### config.mk
export PLATFORM = sky130hd
export DESIGN_NAME = vein_match_scorer_flat
export DESIGN_NICKNAME = d
export VERILOG_FILES = /design/src/rtl/vein_match_scorer_if.sv /design/src/rtl/vein_match_scorer.sv /design/src/flat_wrapper.sv
export SDC_FILE = /design/constraint.sdc
export NUM_CORES = 1
export LEC_CHECK = 0
export BUFFER_PORTS_ARGS = -buffer_cell sky130_fd_sc_hd__buf_2
export CAP_MARGIN = 20
export CORE_MARGIN = 3
export CORE_UTILIZATION = 45
export CTS_CLUSTER_DIAMETER = 200
export DETAILED_ROUTE_END_ITERATION = 16
export GPL_TIMING_DRIVEN = 0
export PLACE_DENSITY = 0.7
export SETUP_SLACK_MARGIN = 0.02
export SLEW_MARGIN = 10
export SYNTH_ARGS = -nofsm -noshare
export SYNTH_HDL_FRONTEND = slang
export SYNTH_SLANG_ARGS = --single-unit
### constraint.sdc
create_clock -name clk -period 2.4 [get_ports clk]
set_input_delay 0.6 -clock clk [delete_from_list [all_inputs] [get_ports clk]]
set_output_delay 0.6 -clock clk [all_outputs]
set_load 0.005 [all_outputs]
### src/rtl/vein_match_scorer_if.sv
// Signal bundle between the vein match scorer, its pixel source and the divider.
// The watchdog error flag exists only when MATCH_TIMEOUT_EN is defined.
interface vein_match_scorer_if;
  logic        frame_start;
  logic        pix_valid;
  logic        pix_ready;
  logic        tmpl_bit;
  logic        probe_bit;
  logic [15:0] threshold;
  logic        div_enable;
  logic [15:0] div_dividend;
  logic [15:0] div_divisor;
  logic [15:0] div_quotient;
  logic        div_done;
  logic [15:0] score;
  logic        match;
  logic        result_valid;
  logic        busy;
`ifdef MATCH_TIMEOUT_EN
  logic        div_err;
`endif

  modport slave (
`ifdef MATCH_TIMEOUT_EN
    output div_err,
`endif
    input  frame_start, pix_valid, tmpl_bit, probe_bit, threshold, div_quotient, div_done,
    output pix_ready, div_enable, div_dividend, div_divisor, score, match, result_valid, busy
  );

  modport master (
`ifdef MATCH_TIMEOUT_EN
    input  div_err,
`endif
    output frame_start, pix_valid, tmpl_bit, probe_bit, threshold, div_quotient, div_done,
    input  pix_ready, div_enable, div_dividend, div_divisor, score, match, result_valid, busy
  );
endinterface

### src/rtl/vein_match_scorer.sv
// Overlap/union scorer for finger-vein templates; drives an external divider for the ratio.
// Optional macro MATCH_TIMEOUT_EN adds a WAIT-state watchdog and the div_err flag.
module vein_match_scorer #(
  parameter int unsigned FRAME_PIX   = 1024,
  parameter int unsigned SCALE_SHIFT = 6,
  parameter int unsigned TIMEOUT     = 64
) (
  input  logic               clk,
  input  logic               reset,
  vein_match_scorer_if.slave bus
);

  typedef enum logic [2:0] {StIdle, StAccum, StLaunch, StWait, StDone} state_e;

  state_e      r_state, w_state_nxt;
  logic [15:0] r_pix_cnt, r_ovl_cnt, r_uni_cnt, r_score;
  logic        r_match, r_nomatch;
  logic        w_accept, w_last, w_clear, w_timeout, w_match_now;
  logic        w_ovl_bit, w_uni_bit;
  logic [15:0] w_uni_nxt;
  logic [31:0] w_scaled;

  // frame_start wins over a coincident beat, which is dropped
  assign w_clear   = bus.frame_start && (r_state == StIdle || r_state == StAccum);
  assign w_accept  = (r_state == StAccum) && bus.pix_valid && !bus.frame_start;
  assign w_ovl_bit = bus.tmpl_bit & bus.probe_bit;
  assign w_uni_bit = bus.tmpl_bit | bus.probe_bit;
  assign w_uni_nxt = r_uni_cnt + {15'd0, w_uni_bit};
  assign w_last    = w_accept && (r_pix_cnt + 16'd1 == 16'(FRAME_PIX));
  assign w_scaled  = 32'(r_ovl_cnt) << SCALE_SHIFT;

  assign w_match_now = !r_nomatch && (r_score >= bus.threshold);

`ifdef MATCH_TIMEOUT_EN
  logic [15:0] r_wd_cnt;
  logic        r_div_err;

  assign w_timeout   = (r_state == StWait) && !bus.div_done && (r_wd_cnt == 16'(TIMEOUT - 1));
  assign bus.div_err = r_div_err;

  always_ff @(posedge clk or posedge reset) begin
    if (reset) begin
      r_wd_cnt  <= 16'd0;
      r_div_err <= 1'b0;
    end else begin
      r_wd_cnt <= (r_state == StWait) ? r_wd_cnt + 16'd1 : 16'd0;
      if (w_timeout) begin
        r_div_err <= 1'b1;
      end else if (r_state == StIdle && bus.frame_start) begin
        r_div_err <= 1'b0;
      end
    end
  end
`else
  logic [15:0] w_unused_timeout;
  assign w_timeout        = 1'b0;
  assign w_unused_timeout = 16'(TIMEOUT);
`endif

  always_comb begin
    w_state_nxt = r_state;
    unique case (r_state)
      StIdle:   if (bus.frame_start) w_state_nxt = StAccum;
      StAccum:  if (w_last) w_state_nxt = (w_uni_nxt == 16'd0) ? StDone : StLaunch;
      StLaunch: w_state_nxt = StWait;
      StWait:   if (bus.div_done || w_timeout) w_state_nxt = StDone;
      StDone:   w_state_nxt = StIdle;
      default:  w_state_nxt = StIdle;
    endcase
  end

  always_ff @(posedge clk or posedge reset) begin
    if (reset) begin
      r_state   <= StIdle;
      r_pix_cnt <= 16'd0;
      r_ovl_cnt <= 16'd0;
      r_uni_cnt <= 16'd0;
      r_score   <= 16'd0;
      r_match   <= 1'b0;
      r_nomatch <= 1'b0;
    end else begin
      r_state <= w_state_nxt;
      if (w_clear) begin
        r_pix_cnt <= 16'd0;
        r_ovl_cnt <= 16'd0;
        r_uni_cnt <= 16'd0;
      end else if (w_accept) begin
        r_pix_cnt <= r_pix_cnt + 16'd1;
        r_ovl_cnt <= r_ovl_cnt + {15'd0, w_ovl_bit};
        r_uni_cnt <= w_uni_nxt;
      end
      // Zero-union and watchdog exits force score 0 and suppress the match
      if (w_last && w_uni_nxt == 16'd0) begin
        r_score   <= 16'd0;
        r_nomatch <= 1'b1;
      end else if (r_state == StWait && bus.div_done) begin
        r_score   <= bus.div_quotient;
        r_nomatch <= 1'b0;
      end else if (w_timeout) begin
        r_score   <= 16'd0;
        r_nomatch <= 1'b1;
      end
      if (r_state == StDone) r_match <= w_match_now;
    end
  end

  // Counters are frozen in LAUNCH/WAIT, so the divider operands hold without extra registers
  assign bus.div_dividend = (|w_scaled[31:16]) ? 16'hFFFF : w_scaled[15:0];
  assign bus.div_divisor  = r_uni_cnt;
  assign bus.div_enable   = (r_state == StLaunch);
  assign bus.pix_ready    = (r_state == StAccum);
  assign bus.result_valid = (r_state == StDone);
  assign bus.busy         = (r_state != StIdle);
  assign bus.score        = r_score;
  assign bus.match        = (r_state == StDone) ? w_match_now : r_match;

endmodule

### src/flat_wrapper.sv
// flat-port wrapper written by rule: the top's interface ports become plain ports
module vein_match_scorer_flat 
#(
  parameter int unsigned FRAME_PIX   = 1024,
  parameter int unsigned SCALE_SHIFT = 6,
  parameter int unsigned TIMEOUT     = 64
)
  (clk, reset, bus_frame_start, bus_pix_valid, bus_tmpl_bit, bus_probe_bit, bus_threshold, bus_div_quotient, bus_div_done, bus_pix_ready, bus_div_enable, bus_div_dividend, bus_div_divisor, bus_score, bus_match, bus_result_valid, bus_busy);
  vein_match_scorer_if bus_i ();
  input  logic clk;
  input  logic reset;
  input wire logic [$bits(bus_i.frame_start)-1:0] bus_frame_start;
  input wire logic [$bits(bus_i.pix_valid)-1:0] bus_pix_valid;
  input wire logic [$bits(bus_i.tmpl_bit)-1:0] bus_tmpl_bit;
  input wire logic [$bits(bus_i.probe_bit)-1:0] bus_probe_bit;
  input wire logic [$bits(bus_i.threshold)-1:0] bus_threshold;
  input wire logic [$bits(bus_i.div_quotient)-1:0] bus_div_quotient;
  input wire logic [$bits(bus_i.div_done)-1:0] bus_div_done;
  output wire logic [$bits(bus_i.pix_ready)-1:0] bus_pix_ready;
  output wire logic [$bits(bus_i.div_enable)-1:0] bus_div_enable;
  output wire logic [$bits(bus_i.div_dividend)-1:0] bus_div_dividend;
  output wire logic [$bits(bus_i.div_divisor)-1:0] bus_div_divisor;
  output wire logic [$bits(bus_i.score)-1:0] bus_score;
  output wire logic [$bits(bus_i.match)-1:0] bus_match;
  output wire logic [$bits(bus_i.result_valid)-1:0] bus_result_valid;
  output wire logic [$bits(bus_i.busy)-1:0] bus_busy;
  assign bus_i.frame_start = bus_frame_start;
  assign bus_i.pix_valid = bus_pix_valid;
  assign bus_i.tmpl_bit = bus_tmpl_bit;
  assign bus_i.probe_bit = bus_probe_bit;
  assign bus_i.threshold = bus_threshold;
  assign bus_i.div_quotient = bus_div_quotient;
  assign bus_i.div_done = bus_div_done;
  assign bus_pix_ready = bus_i.pix_ready;
  assign bus_div_enable = bus_i.div_enable;
  assign bus_div_dividend = bus_i.div_dividend;
  assign bus_div_divisor = bus_i.div_divisor;
  assign bus_score = bus_i.score;
  assign bus_match = bus_i.match;
  assign bus_result_valid = bus_i.result_valid;
  assign bus_busy = bus_i.busy;
  vein_match_scorer #(.FRAME_PIX(FRAME_PIX), .SCALE_SHIFT(SCALE_SHIFT), .TIMEOUT(TIMEOUT)) u_core (.clk(clk), .reset(reset), .bus(bus_i));
endmodule
Word-level counts from Yosys, hierarchy flattened
Index checks and enable logic that the tools add are counted.
- flip-flop bits (word level): 69
- input bits: 39
- output and inout port bits: 53
- word-level logic and storage cells: 55
- $add $sub $neg: 3
- order comparisons: 1
- equality and inequality tests: 8
- mux-type cells: 17
- bitwise gates (word level): 2
- reduce and logical (&&, ||, !) cells: 17
- operators with widths (kind ; number):
    2-to-1 mux 16 bit ; 9
    adder 16 x 1 -> 16 bit ; 2
    adder 16 x 1 -> 16 bit, second input constant ; 1
    equality test 16 x 11 -> 1 bit, second input constant ; 1
    greater-or-equal comparator 16 bit ; 1
    logical NOT 16 bit ; 1
    2-to-1 mux 3 bit ; 4
    one-hot mux 3 bit (4 select lines) ; 1
    logical AND 1 bit ; 7
    equality test 3 x 2 -> 1 bit, second input constant ; 2
    OR reduction 6 bit ; 1
    != test 2 bit, second input constant ; 2
    nonzero test 2 bit ; 2
    equality test 3 x 1 -> 1 bit, second input constant ; 1
    equality test 3 bit, second input constant ; 1
    logical NOT 3 bit ; 1
    2-to-1 mux 1 bit ; 3
    AND reduction 3 bit ; 1
    nonzero test 3 bit ; 1
    logical NOT 1 bit ; 2
    != test 2 x 1 -> 1 bit, second input constant ; 1
    bitwise AND 1 bit ; 1
    logical OR 1 bit ; 1
    OR 1 bit ; 1

Longest topological paths before layout
- word-level depth: 6
- gate-level depth with buffers: 12

Worst setup path after synthesis
No wires, ideal clock.
- kind: in2reg
- start: in bus_probe_bit
- end: reg u_core.r_score[0] (netlist: u_core.bus.score[0])
- setup time: 119 ps
- arrival: 2785 ps
- setup slack: -504 ps
- cell stages on the path: 12
- buffers on the path: 2
- path through: or2_2 -> ha_1 -> ha_1 -> clkbuf_2 -> and3_1 -> nand2_1 -> a21oi_1 -> nor4_1 -> nand4_2 -> nor4_4 -> buf_6 -> nor2_1
- word-level cells in the longest chain between the ends: 5
- ends and longest elaborated chain (what ; RTL line ; source):
    from (decl) ; flat_wrapper.sv:15 ; input wire logic [$bits(bus_i.probe_bit)-1:0] bus_probe_bit;
    OR 1 bit * ; vein_match_scorer.sv:27 ; assign w_uni_bit = bus.tmpl_bit | bus.probe_bit;
    adder 16 x 1 -> 16 bit * ; vein_match_scorer.sv:28 ; assign w_uni_nxt = r_uni_cnt + {15'd0, w_uni_bit};
    logical NOT 16 bit * ; vein_match_scorer.sv:93 ; if (w_last && w_uni_nxt == 16'd0) begin
    logical AND 1 bit * ; vein_match_scorer.sv:93 ;
    2-to-1 mux 16 bit / nonzero test 2 bit (equally long branches) ; -- ;
    to (signal assigned) ; vein_match_scorer.sv:97 ; r_score <= bus.div_quotient;
    to (decl) ; vein_match_scorer.sv:16 ; logic [15:0] r_pix_cnt, r_ovl_cnt, r_uni_cnt, r_score;
Every way passes the cells marked *; elsewhere a longest branch is shown, timed or not.
A chain may end at the register's enable or synchronous reset.

Worst setup path after layout
- start: reg u_core.r_score[0] (netlist: u_core.bus.score[0])
- end: out bus_match
- word-level cells in the longest chain between the ends: 3
- ends and longest elaborated chain (what ; RTL line ; source):
    greater-or-equal comparator 16 bit ; vein_match_scorer.sv:32 ; assign w_match_now = !r_nomatch && (r_score >= bus.threshold);
    logical AND 1 bit ; vein_match_scorer.sv:32 ;
    2-to-1 mux 1 bit ; vein_match_scorer.sv:115 ; assign bus.match = (r_state == StDone) ? w_match_now : r_match;
    to (decl) ; flat_wrapper.sv:24 ; output wire logic [$bits(bus_i.match)-1:0] bus_match;
Every way passes these cells.

==> flow_summary_export.csv <==
group,metric,value,unit
status,status,"finished, violations left",
status,failed_checks,"setup timing",
clock_tree,clk_latency,340,ps
setup_path,startpoint,"u_core.bus.score[0]",
sta,max_slew.worst_pin.slew,693.7,ps
synth,synth_cell_types,53,
global_route,grt_overflow,0,
setup_path,end_kind,"output port",
setup_path,r2r-end,"u_core.bus.score[0]",
final_layout,antenna_cells,0,
floorplanning,ios,92,
sta,slew-limit-headroom,53.75,%
sta,post-route-period-util,115.1,%
pwr,p_per_area,448.6,nW/um2
setup_path,r2r_setup_slack,-80,ps
synth,syn_avg_cell_area,8.721,um2
setup_path,worstPathRequired,1800,ps
synth,ys_seq_elements,69,
drt,viasPerCell,5.591,
synth,post-synth-top-count-cell,"dfrtp_1",
clock_tree,cts_made_buffers,9,
clock_tree,clockRootBuffer,"clkbuf_8",
synth,ys_async_sr_fraction,100.0,%
drt,dr.pass1.iters,5,
pwr,vdd_ir_drop_max,0.0003487,V
setup_path,r2r_cells,9,
final_layout,layout-drive-gt1-share,31.56,%
drt,wire_per_inst,15.38,um
placement,place.detailed.hpwl,8.076,mm
synth,netlist.area_leader.share,39.52,%
sta,rsz0062_at_grt,"true",
floorplanning,rows,35,
clock_tree,clk_pin_slew,80,ps
global_route,grt_start_max_net_pins,59,
sta,whs,159.3,ps
synth,ys.flop_type,"dfrtp_1",
drt,drcViolationCount,0,
drt,ant_nets,0,
synth,synth_edf_count,0,
global_route,antenna_found_initial,0,
final_layout,final_util,60.75,%
drt,via_count,4193,
synth,ys_seq_area_share,39.52,%
global_route,grt_pass1_vias,4012,
floorplanning,dieArea,10930,um2
setup_path,endpoint,"bus_match",
clock_tree,clock-sinks,69,
clock_tree,cts_max_level,3,
drt,drtIter0Drc,331,
sta,fin_ws,-361.4,ps
final_layout,nets,678,
floorplanning,start_util,46.84,%
flow_run,drv_cap,0,
placement,port_buffers,91,
synth,syn_nets,562,
setup_path,r2r_start,"u_core.r_pix_cnt[0]",
sta,maxSlewViolCount,0,
setup_path,path_max_fanout,2,
placement,globalplace.congestion,0.8790,
setup_path,path_class,"register to output port",
floorplanning,die_height,104.5,um
sta,hold_viol,0,
clock_tree,cts_buffer_depth,2,
clock_tree,postCtsHoldBufs,0,
global_route,grt_usage,21.37,%
sta,finalSetupViolations,18,
synth,syn-cell-area,4369,um2
synth,yosys_warnings,0,
sta,min_period,2761,ps
placement,dp_slack,-839.0,ps
synth,yosys-top-cells-count,"dfrtp_1, nor2_1, o21ai_0",
pwr,total_power,2.542,mW
final_layout,syn2layout_area_growth,29.70,%
sta,finClkSkew,8.169,ps
global_route,grt_pass1_wl,19.29,mm
floorplanning,die_w,104.5,um
synth,synth_area_leader_cell,"dfrtp_1",
setup_path,startpoint_type,"register",
setup_path,cp.arrival,2160,ps
floorplanning,core-area,9328,um2
synth,synthTopCellsByArea,"dfrtp_1, ha_1, o21ai_0",
worst_hold_path,hold_path_class,"input port to asynchronous set/reset pin",
clock_tree,cts_tree,"yes",
drt,drt_wl_total,11.53,mm
sta,fmax,362.1,MHz
synth,synth_cells,501,
pwr,p_leak,2.872,nW
[routing by layer]
metal  global-route usage, %  vias to the layer above  wire (um)
met2                   34.92                      142       5449
met3                   4.509                       16        626
li1                        -                     2000          -
met4                   6.268                        0        193
met1                   28.59                     2035       5265
met5                       0                        -          0
[worst max-delay path: stages (launching register included)]
cell and delay [ps]:
dfrtp_1 350, inv_1 50, ha_1 260, nand2b_1 100
a21o_1 110, a21oi_1 60, nor2b_1 110, o21ai_1 70
a211o_1 280, a221oi_2 250, buf_2 170
[layout make-up]
| type | instances | area [um2] |
|---|---|---|
| tap | 129 | 161.4 |
| clock buffer | 10 | 127.6 |
| multi-input combinational | 377 | 2587 |
| sequential | 69 | 1733 |
| buffer | 31 | 197.7 |
| clock inverter | 5 | 100.1 |
| timing repair buffer | 107 | 674.4 |
| inverter | 22 | 85.08 |
| fill | 817 | 3661 |
[stage by stage]
step                area [um2]  TNS [ps]  instances
global placement          5034    -71790        721
detailed placement        5064    -14280        722
finish                    5667     -1328        750
global route              5667     -5418        750
floorplan                 4417     -4271        501
CTS                       5503     -1895        746
[power breakdown]
group / switching (mW) / internal, mW
Sequential: 0.0115 / 1.17
Combinational: 0.135 / 0.105
Clock: 0.437 / 0.682
[what timing repair did]
| item | 4_1_cts | 5_1_grt |
|---|---|---|
| pin swaps | 26 | 7 |
| cloned | 2 | 0 |
| setup endpoints to repair | 37 | 58 |
| buffers inserted | 10 | 4 |
| resized for setup | 32 | 39 |
[state kept, by name, summed over array words and instances (netlist names)]
name / count
u_core.r_state: 3
u_core.bus.div_divisor: 16
u_core.r_nomatch: 1
u_core.bus.score: 16
u_core.r_ovl_cnt: 16
u_core.r_match: 1
u_core.r_pix_cnt: 16
[placed cells by master (no fill, tap or decap), types with 5 or more instances in the layout]
cell      instances
ha_1             18
a21o_1            5
nor3_1            6
nor2_2            5
and3_1            6
buf_4            16
clkbuf_8          9
or3_1             6
clkbuf_2          6
o21ai_0          48
o31ai_1           8
buf_6            19
nand3_1          27
or2_4            10
nor2_1           52
a21oi_1          13
nand4_1          10
xor2_1           13
mux2i_1          18
inv_1            21
a31oi_1           7
dfrtp_2           5
buf_2            83
nor2b_1           5
nand2_1          42
xnor2_1           9
clkbuf_1         12
dfrtp_1          64
nand3_2           5
[cells by family after synthesis]
kind of cell / synth area share [%]
muxes: 4.124
and+or+nand+nor: 25.57
DFF: 39.52
buffers and inverters: 6.071
AOI/OAI and AO/OA: 14.00
xor gates and xnor gates: 4.410
adders and majority gates: 6.300
[worst min-delay path by stage]
stage                      from             endpoint  slack (ps)  cells after the start
2_1_floorplan  u_core.r_nomatch       u_core.r_match         460                      1
3_3_place_gp   u_core.r_nomatch       u_core.r_match         480                      1
3_5_place_dp   u_core.r_nomatch       u_core.r_match         480                      1
4_1_cts                   reset  u_core.bus.score[2]         140                      2
5_1_grt                   reset  u_core.bus.score[2]         150                      2
6_report                  reset  u_core.bus.score[2]         160                      2
Note: power is estimated with default switching activity, not from simulation.
